$ cat src/rtl/logic_pkg.sv
// ============================================================================
// Module   : logic_pkg
// Brief    : Operation codes and flag bundle shared by the logic engine pipe.
// Revision : 1.0
// ============================================================================
`default_nettype none

package logic_pkg;

    typedef logic [2:0] op_t;

    localparam op_t OP_AND  = 3'd0;
    localparam op_t OP_OR   = 3'd1;
    localparam op_t OP_NAND = 3'd2;
    localparam op_t OP_NOR  = 3'd3;
    localparam op_t OP_XOR  = 3'd4;
    localparam op_t OP_XNOR = 3'd5;
    localparam op_t OP_NOT  = 3'd6;
    localparam op_t OP_PASS = 3'd7;

    typedef struct packed {
        logic zero;
        logic parity;
    } flags_t;

    // Flags describing an all-zero result, used as the reset value of the output slot.
    localparam flags_t C_FLAGS_RESET = '{zero: 1'b1, parity: 1'b0};

endpackage

`default_nettype wire

$ cat src/rtl/logic_pipe_stage.sv
// ============================================================================
// Module   : logic_pipe_stage
// Brief    : One valid/ready register slot carrying a result and its flags.
// Revision : 1.0
// ============================================================================
`default_nettype none

module logic_pipe_stage
    import logic_pkg::*;
#(
    parameter int WIDTH      = 8,
    parameter bit RESET_DATA = 1'b0
) (
    input  logic             clk,
    input  logic             rst,
    input  logic             up_valid,
    output logic             up_ready,
    input  logic [WIDTH-1:0] up_data,
    input  flags_t           up_flags,
    output logic             dn_valid,
    input  logic             dn_ready,
    output logic [WIDTH-1:0] dn_data,
    output flags_t           dn_flags
);

    logic             r_valid;
    logic [WIDTH-1:0] r_data;
    flags_t           r_flags;
    logic             w_load;

    // An empty slot accepts regardless of downstream, which collapses bubbles.
    assign up_ready = !r_valid || dn_ready;
    // Data only moves with a valid beat so idle-cycle operands never reach the output.
    assign w_load   = up_ready && up_valid;

    always_ff @(posedge clk) begin
        if (rst) begin
            r_valid <= 1'b0;
        end else if (up_ready) begin
            r_valid <= up_valid;
        end
    end

    generate
        if (RESET_DATA) begin : g_rst_data
            always_ff @(posedge clk) begin
                if (rst) begin
                    r_data  <= '0;
                    r_flags <= C_FLAGS_RESET;
                end else if (w_load) begin
                    r_data  <= up_data;
                    r_flags <= up_flags;
                end
            end
        end else begin : g_no_rst_data
            always_ff @(posedge clk) begin
                if (w_load) begin
                    r_data  <= up_data;
                    r_flags <= up_flags;
                end
            end
        end
    endgenerate

    assign dn_valid = r_valid;
    assign dn_data  = r_data;
    assign dn_flags = r_flags;

endmodule

`default_nettype wire

$ cat src/rtl/logic_engine_pipe.sv
// ============================================================================
// Module   : logic_engine_pipe
// Brief    : Bitwise logic engine with runtime op select, STAGES-deep
//            valid/ready pipeline, zero/parity flags and a transfer counter.
// Revision : 1.0
// ============================================================================
`default_nettype none

module logic_engine_pipe
    import logic_pkg::*;
#(
    parameter int WIDTH  = 8,
    parameter int STAGES = 2,
    parameter int CNT_W  = 16
) (
    input  logic             clk,
    input  logic             rst,
    input  logic             in_valid,
    output logic             in_ready,
    input  logic [WIDTH-1:0] in0,
    input  logic [WIDTH-1:0] in1,
    input  logic [2:0]       op,
    output logic             out_valid,
    input  logic             out_ready,
    output logic [WIDTH-1:0] out,
    output logic             zero,
    output logic             parity,
    output logic [CNT_W-1:0] xfer_count
);

    logic [WIDTH-1:0] w_result;
    logic             w_valid [0:STAGES];
    logic             w_ready [0:STAGES];
    logic [WIDTH-1:0] w_data  [0:STAGES];
    flags_t           w_flags [0:STAGES];
    logic [CNT_W-1:0] r_xfer_count;

    always_comb begin
        w_result = in0;
        case (op_t'(op))
            OP_AND:  w_result = in0 & in1;
            OP_OR:   w_result = in0 | in1;
            OP_NAND: w_result = ~(in0 & in1);
            OP_NOR:  w_result = ~(in0 | in1);
            OP_XOR:  w_result = in0 ^ in1;
            OP_XNOR: w_result = ~(in0 ^ in1);
            OP_NOT:  w_result = ~in0;
            OP_PASS: w_result = in0;
            default: w_result = in0;
        endcase
    end

    // Flags are computed once at capture and travel with the result.
    assign w_valid[0]      = in_valid;
    assign w_data[0]       = w_result;
    assign w_flags[0]      = '{zero: ~|w_result, parity: ^w_result};
    assign w_ready[STAGES] = out_ready;

    generate
        for (genvar k = 0; k < STAGES; k++) begin : g_stage
            logic_pipe_stage #(
                .WIDTH      (WIDTH),
                .RESET_DATA (k == STAGES - 1)
            ) u_stage (
                .clk      (clk),
                .rst      (rst),
                .up_valid (w_valid[k]),
                .up_ready (w_ready[k]),
                .up_data  (w_data[k]),
                .up_flags (w_flags[k]),
                .dn_valid (w_valid[k+1]),
                .dn_ready (w_ready[k+1]),
                .dn_data  (w_data[k+1]),
                .dn_flags (w_flags[k+1])
            );
        end
    endgenerate

    assign in_ready  = w_ready[0];
    assign out_valid = w_valid[STAGES];
    assign out       = w_data[STAGES];
    assign zero      = w_flags[STAGES].zero;
    assign parity    = w_flags[STAGES].parity;

    always_ff @(posedge clk) begin
        if (rst) begin
            r_xfer_count <= '0;
        end else if (out_valid && out_ready) begin
            r_xfer_count <= r_xfer_count + CNT_W'(1);
        end
    end

    assign xfer_count = r_xfer_count;

endmodule

`default_nettype wire

$ cat config.mk
export PLATFORM = sky130hd
export DESIGN_NAME = logic_engine_pipe
export DESIGN_NICKNAME = d
export VERILOG_FILES = /design/src/rtl/logic_pkg.sv /design/src/rtl/logic_pipe_stage.sv /design/src/rtl/logic_engine_pipe.sv
export SDC_FILE = /design/constraint.sdc
export NUM_CORES = 1
export LEC_CHECK = 0
export ABC_AREA = 1
export BUFFER_PORTS_ARGS = -buffer_cell sky130_fd_sc_hd__buf_2
export CAP_MARGIN = 20
export CORE_ASPECT_RATIO = 1.2
export CORE_MARGIN = 8
export CORE_UTILIZATION = 55
export CTS_BUF_LIST = sky130_fd_sc_hd__clkbuf_4
export CTS_CLUSTER_DIAMETER = 30
export DETAILED_ROUTE_END_ITERATION = 10
export PLACE_DENSITY = 0.76
export REMOVE_ABC_BUFFERS = 1
export SLEW_MARGIN = 30
export SYNTH_ARGS = -nofsm -noshare
export SYNTH_HDL_FRONTEND = slang
export SYNTH_SLANG_ARGS = --single-unit
$ cat constraint.sdc
create_clock -name clk -period 2.6 [get_ports clk]
set_clock_uncertainty 0.05 [all_clocks]
set_input_delay 0.13 -clock clk [delete_from_list [all_inputs] [get_ports clk]]
set_output_delay 0.13 -clock clk [all_outputs]
set_load 0.01 [all_outputs]
==> results.yml, run 1 <==
setup_path:
  path_cells: "buf_2 -> nor2_8 -> nand2_2 -> inv_2 -> nand2_1 -> nand2_1 -> ha_1 -> xor2_1 -> xnor2_1"
  worstPathRequired_ns: 2.65
  crit_slowest_cell: "buf_2"
  critPathCaptureType: "register"
  worstPathMaxFanout: 26
  arrival_ns: 1.89
  critical-path-top-delay-family: "buffers and inverters"
  setup.worst_path.start_class: "input pin"
  cp_common_cell: "nand2_1"
  cp_num_buf_inv: 2
  slowest_delay_ns: 0.46
  critPathKind: "in -> reg"
global_routing:
  grt_pass1_vias: 2598
  grt_max_degree: 27
  gr-total-overflow: 0
  antenna_found_initial: 0
  grtUsageTotal_pct: 17.07
  grt_pass1_wl_mm: 10.94
logic_synthesis:
  synth_top_family_by_area: "simple AND/OR/NAND/NOR gates"
  syn_area_per_cell_um2: 6.730
  synth_top_area_share_pct: 19.60
  synth_top_cell_by_area: "dfxtp_1"
  ys_seq_area_share_pct: 30.10
  yosys_warnings: 0
  synthMuxAreaShare_pct: 0
  synth-simple-area-share_pct: 39.37
  synth_fa_ha_area_share_pct: 9.186
  syn_area_um2: 2860
  ys_ff_latch: 38
  netlist_instances: 425
  synth.distinct_cells: 31
  synth_compound_area_share_pct: 7.699
  synth_xor_area_share_pct: 1.531
  yosys-top-cells-area: "dfxtp_1 (20%), nand2_1 (13%), edfxtp_1 (10%), nor2_1 (9.3%), ha_1 (9.2%)"
power:
  p_comb_share_pct: 21.6
  seqPwrFrac_pct: 45.1
  pwr-share-clk_pct: 33.3
  intPower_mw: 1.077
  p_switching_uw: 400.8
  swShare_pct: 27.12
  p_per_area_nw_per_um2: 458.8
  p_leak_nw: 1.667
  max-vdd-ir-drop_uv: 228.9
  total_power_mw: 1.478
die:
  io_pins: 51
  core_area_um2: 4975
  start_util_pct: 57.49
  die_x_um: 81.83
  rows: 28
  die_area_um2: 7773
  die_y_um: 95.00
clocking:
  cts_root_buf: "clkbuf_4"
  path_clk_slew_ns: 0.11
  clk_path_buf_depth: 2
  cts_made_buffers: 5
  cts_tree: "built"
  cts.sinks: 38
  worstSkewPairLatency_ns: 0.34
  h-tree-depth: 2
  cts_resized: 0
sta:
  slew_viol_final: 0
  fin_ws_ns: 0.7652
  post-route-period-util_pct: 70.57
  fmax_mhz: 545.0
  setup_viol: 0
  fin_tns_setup_ns: 0
  rsz0062_at_grt: "false"
  tightest_slew_ns: 0.5978
  relSlewSlack_pct: 60.10
  fin_crit_ns: 1.835
  hold-worst-slack_ns: 0.03514
  finalHoldViolCount: 0
worst_hold_path:
  hold_path_class: "in -> reg"
placed_design:
  placedCellCount: 524
  gp_congestion: 0.9229
  placed_area_um2: 3099
  port_buffers: 50
  dp_hpwl_mm: 4.944
  pre_cts_ws_ns: 0.4189
routing:
  viasPerCell: 5.185
  final_antenna_net_count: 0
  drt_wl_total_mm: 6.346
  first_pass_iters: 4
  first_iter_violations: 149
  vias: 2769
  routedWlPerCell_um: 11.88
  route.detailed.drc: 0
final_layout:
  fin_cells: 534
  final_core_util_pct: 64.74
  final_nets: 517
  diodes: 0
  fin_area_um2: 3221
  drive_gt1_share_pct: 16.24
  syn2layout_area_growth_pct: 12.60
status:
  status: "completed"
flow_run:
  cap_violations: 0
## kinds of logic (layout without fill, tap and decap cells)
logic type,after synthesis,count (layout)
XOR/XNOR,5,5
buffers and inverters,76,125
AO/OA/AOI/OAI,42,42
flip-flops,38,38
AND/OR/NAND/NOR,243,243
adder cells (fa/ha/maj),21,21
## final cells by class
cell class | instances | area [um^2]
Tap cell | 60 | 75.07
Sequential cell | 38 | 860.8
Fill cell | 461 | 1754
Timing Repair Buffer | 55 | 292.8
Clock buffer | 5 | 37.54
Inverter | 62 | 237.7
Multi-Input combinational cell | 311 | 1653
Clock inverter | 3 | 63.81
## sequential cells by signal (all words and copies together), names as in the netlist
register and flops:
g_stage.u_stage.dn_flags 4, xfer_count 16, g_stage.u_stage.dn_valid 2, g_stage.u_stage.dn_data 16
## power by group through the flow
stage	sequential (mW)	clock [mW]	combinational (mW)
2_1_floorplan	0.685	0	0.202
5_1_grt	0.672	0.524	0.367
3_3_place_gp	0.679	0	0.312
3_5_place_dp	0.681	0	0.316
6_report	0.667	0.492	0.319
4_1_cts	0.668	0.506	0.319
## worst reg2reg max path, cell delays in order (launching register included)
cell,delay [ns]
dfxtp_1,0.39
nand2_1,0.09
nand2_1,0.25
clkinv_1,0.31
nand2_1,0.14
nand3_1,0.08
## layer usage
| metal | wire length (um) | vias up | global-route usage (%) |
|---|---|---|---|
| li1 | - | 1463 | - |
| met1 | 2903 | 1223 | 20.90 |
| met2 | 2954 | 77 | 29.00 |
| met3 | 413 | 6 | 2.567 |
| met4 | 74 | 0 | 6.598 |
| met5 | 0 | - | 0 |
## cells in the final DEF, fill, tap and decap left out
master,instances
nand2_1,98
nor2_1,71
inv_1,56
buf_2,50
nand3_1,29
dfxtp_1,28
o21ai_0,26
nand4_1,24
ha_1,21
nand3b_1,11
edfxtp_1,10
a21oi_1,9
clkbuf_4,5
inv_2,4
o21ai_1,4
nand2_2,3
xor2_1,3
buf_4,3
nor2_8,2
xnor2_1,2
clkinv_1,2
bufinv_16,2
dlygate4sd3_1,2
inv_6,1
nand3_2,1
nor3_4,1
nand2_4,1
nor2_4,1
o21ai_2,1
a21oi_2,1
nor2_2,1
o21bai_1,1
## synthesized netlist by cell type (all sizes together)
master and count:
a21oi 10, buf 13, clkbuf 1, clkinv 1, dfxtp 28, edfxtp 10
ha 21, inv 61, nand2 102, nand3 30, nand3b 11, nand4 24
nor2 75, nor3 1, o21ai 31, o21bai 1, xnor2 2, xor2 3
## timing repair
action | in CTS | in global routing
buffers inserted | 0 | 0
hold buffers | 2 | 0
hold endpoints to repair | 5 | 0
## worst paths after layout
path,cells after the start,to,slack (ns),from
worst min register to register,2,g_stage[1].u_stage.dn_data[1],0.44,g_stage[1].u_stage.dn_data[1]
worst min-delay path,4,g_stage[1].u_stage.dn_valid,0.04,out_ready
worst max register to register,5,g_stage[1].u_stage.dn_flags[1],1.16,g_stage[1].u_stage.dn_valid
worst max-delay path,9,g_stage[0].u_stage.dn_flags[0],0.77,op[2]
(Power assumes the default switching activity.)
==> run 2: changes to the inputs <==
==> constraint.sdc (replaced) <==
create_clock -name clk -period 1.8 [get_ports clk]
set_clock_uncertainty 0.05 [all_clocks]
set_input_delay 0.09 -clock clk [delete_from_list [all_inputs] [get_ports clk]]
set_output_delay 0.09 -clock clk [all_outputs]
set_load 0.01 [all_outputs]
==> run 2 against run 1 <==
Effect of this change:
- core utilization grew 6.2 points
- die area is the same
- routed wire length grew 13%
- non-clock buffer count grew 45
- register-to-register slack lost 0.75 ns
- sequential share of layout area shrank 2.3 points
- sequential cell count is the same
- critical path depth grew 1
==> results.yml, run 2 (synthesized netlist as in run 1, its figures left out) <==
setup_path:
  worstPathRequired_ns: 1.85
  setup.worst_path.start_class: "input pin"
  crit_slowest_cell: "o21ai_0"
  worstPathMaxFanout: 10
  ff2ff_path_depth: 6
  slowest_delay_ns: 0.31
  worstReg2RegEnd: "xfer_count[6]"
  critPathKind: "in -> reg"
  path_cells: "buf_2 -> inv_2 -> nand3_2 -> o21ai_0 -> nor2_1 -> nand2_1 -> nand2_1 -> ha_1 -> xnor2_1 -> xnor2_1"
  arrival_ns: 1.73
  r2r-start: "xfer_count[1]"
  critPathCaptureType: "register"
  r2r_setup_slack_ns: 0.41
power:
  p_per_area_nw_per_um2: 556.9
  max-vdd-ir-drop_uv: 286.8
  p_leak_nw: 1.868
global_routing:
  antenna_found_initial: 0
  gr-total-overflow: 0
  grt_max_degree: 24
  grt_pass1_vias: 2764
  grtUsageTotal_pct: 19.55
  grt_pass1_wl_mm: 12.35
sta:
  setup_viol: 0
  fmax_mhz: 593.4
  finalHoldViolCount: 0
  rsz0062_at_grt: "false"
  hold-worst-slack_ns: 0.1791
  tightest_slew_ns: 0.5989
  fin_crit_ns: 1.685
  relSlewSlack_pct: 60.03
  slew_viol_final: 0
  post-route-period-util_pct: 93.62
placed_design:
  port_buffers: 50
  dp_hpwl_mm: 5.816
  gp_congestion: 0.9692
  placedCellCount: 568
  placed_area_um2: 3442
routing:
  first_pass_iters: 4
  viasPerCell: 5.064
  final_antenna_net_count: 0
  first_iter_violations: 150
  drt_wl_total_mm: 7.168
  vias: 2932
  routedWlPerCell_um: 12.38
  route.detailed.drc: 0
final_layout:
  seq_area_um2: 860.8
  drive_gt1_share_pct: 23.51
  diodes: 0
  multi_input_area_um2: 1653
  fin_cells: 579
  final_common_cell: "nand2_1"
  nFillCells: 451
  mostFrequentLayoutCells: "nand2_1 (98), nor2_1 (71), inv_1 (56), buf_2 (50), buf_4 (46)"
  final_nets: 562
  fin_area_um2: 3527
  syn2layout_area_growth_pct: 23.32
clocking:
  cts.sinks: 38
  h-tree-depth: 2
  cts_made_buffers: 5
  path_clk_slew_ns: 0.11
  worstSkewPairLatency_ns: 0.34
  cts_tree: "built"
  clk_path_buf_depth: 2
  post-cts-setup-buffer-count: 0
  cts_root_buf: "clkbuf_4"
  cts_resized: 0
die:
  core_area_um2: 4975
  die_area_um2: 7773
  die_x_um: 81.83
  io_pins: 51
  rows: 28
  start_util_pct: 57.49
  die_y_um: 95.00
worst_hold_path:
  holdPathEnd: "g_stage[0].u_stage.dn_data[5]"
  hold_depth: 4
  min_from: "in1[5]"
  hold_path_class: "in -> reg"
flow_run:
  cap_violations: 0
status:
  status: "completed"
## run 2: cell types whose count changed in the layout (fill, tap and decap cells not counted), sizes merged
cell / before / now
buf: 53 / 97
bufinv: 2 / 0
clkbuf: 5 / 6
clkinv: 2 / 3
dlygate4sd3: 2 / 3
## run 2: worst max-delay path by stage
stage	from	to	slack, ns	depth (start not counted)
finish	op[0]	g_stage[0].u_stage.dn_flags[0]	0.11	10
global route	op[0]	g_stage[0].u_stage.dn_flags[0]	0.08	11
CTS	op[0]	g_stage[0].u_stage.dn_flags[0]	0.17	10
detailed placement	op[0]	g_stage[0].u_stage.dn_flags[0]	-0.20	10
global placement	op[0]	g_stage[0].u_stage.dn_flags[0]	-0.14	10
floorplan	in0[1]	g_stage[0].u_stage.dn_flags[0]	0.17	11
## run 2: repair_timing
| item | CTS | global route |
|---|---|---|
| endpoints found under the setup margin | 0 | 0 |
| hold buffers | 3 | 0 |
| hold endpoints to repair | 5 | 0 |
## run 2: metrics by stage
| stage | setup slack (ns) | power [mW] | setup TNS (ns) | util [%] |
|---|---|---|---|---|
| floorplan | 0.1715 | 1.282 | 0 | - |
| global placement | -0.1360 | 1.513 | -0.1360 | 69.19 |
| detailed placement | -0.2044 | 1.536 | -0.2044 | 69.19 |
| CTS | 0.1694 | 1.978 | 0 | 70.90 |
| global route | 0.07652 | 2.081 | 0 | 70.90 |
| finish | 0.1149 | 1.964 | 0 | 70.90 |
## run 2: power by group
group          internal [mW]  total, mW  switching [mW]
clock network          0.164      0.446           0.282
registers              0.945      0.966          0.0207
logic                  0.250      0.553           0.303
total                   1.36       1.96           0.605
## run 2: layer usage
metal / GRT usage [%] / up-vias / routed length (um)
met3: 2.091 / 6 / 353
met4: 5.718 / 0 / 70
met5: 0 / - / 0
li1: - / 1555 / -
met1: 25.20 / 1294 / 3354
met2: 33.16 / 77 / 3390
## run 2: critical path, delay by kind of cell
family	cells	cell delay, ns
simple gates	4	0.43
xor+xnor	2	0.35
compound gates	1	0.31
buf+inv	2	0.29
fa+ha+maj	1	0.27
## run 2: layout make-up
type / instances / area share, %
Clock buffer: 6 / 1.277
Clock inverter: 2 / 0.2838
Inverter: 62 / 6.740
Multi-Input combinational cell: 311 / 46.86
Sequential cell: 38 / 24.41
Tap cell: 60 / 2.128
Timing Repair Buffer: 100 / 18.30
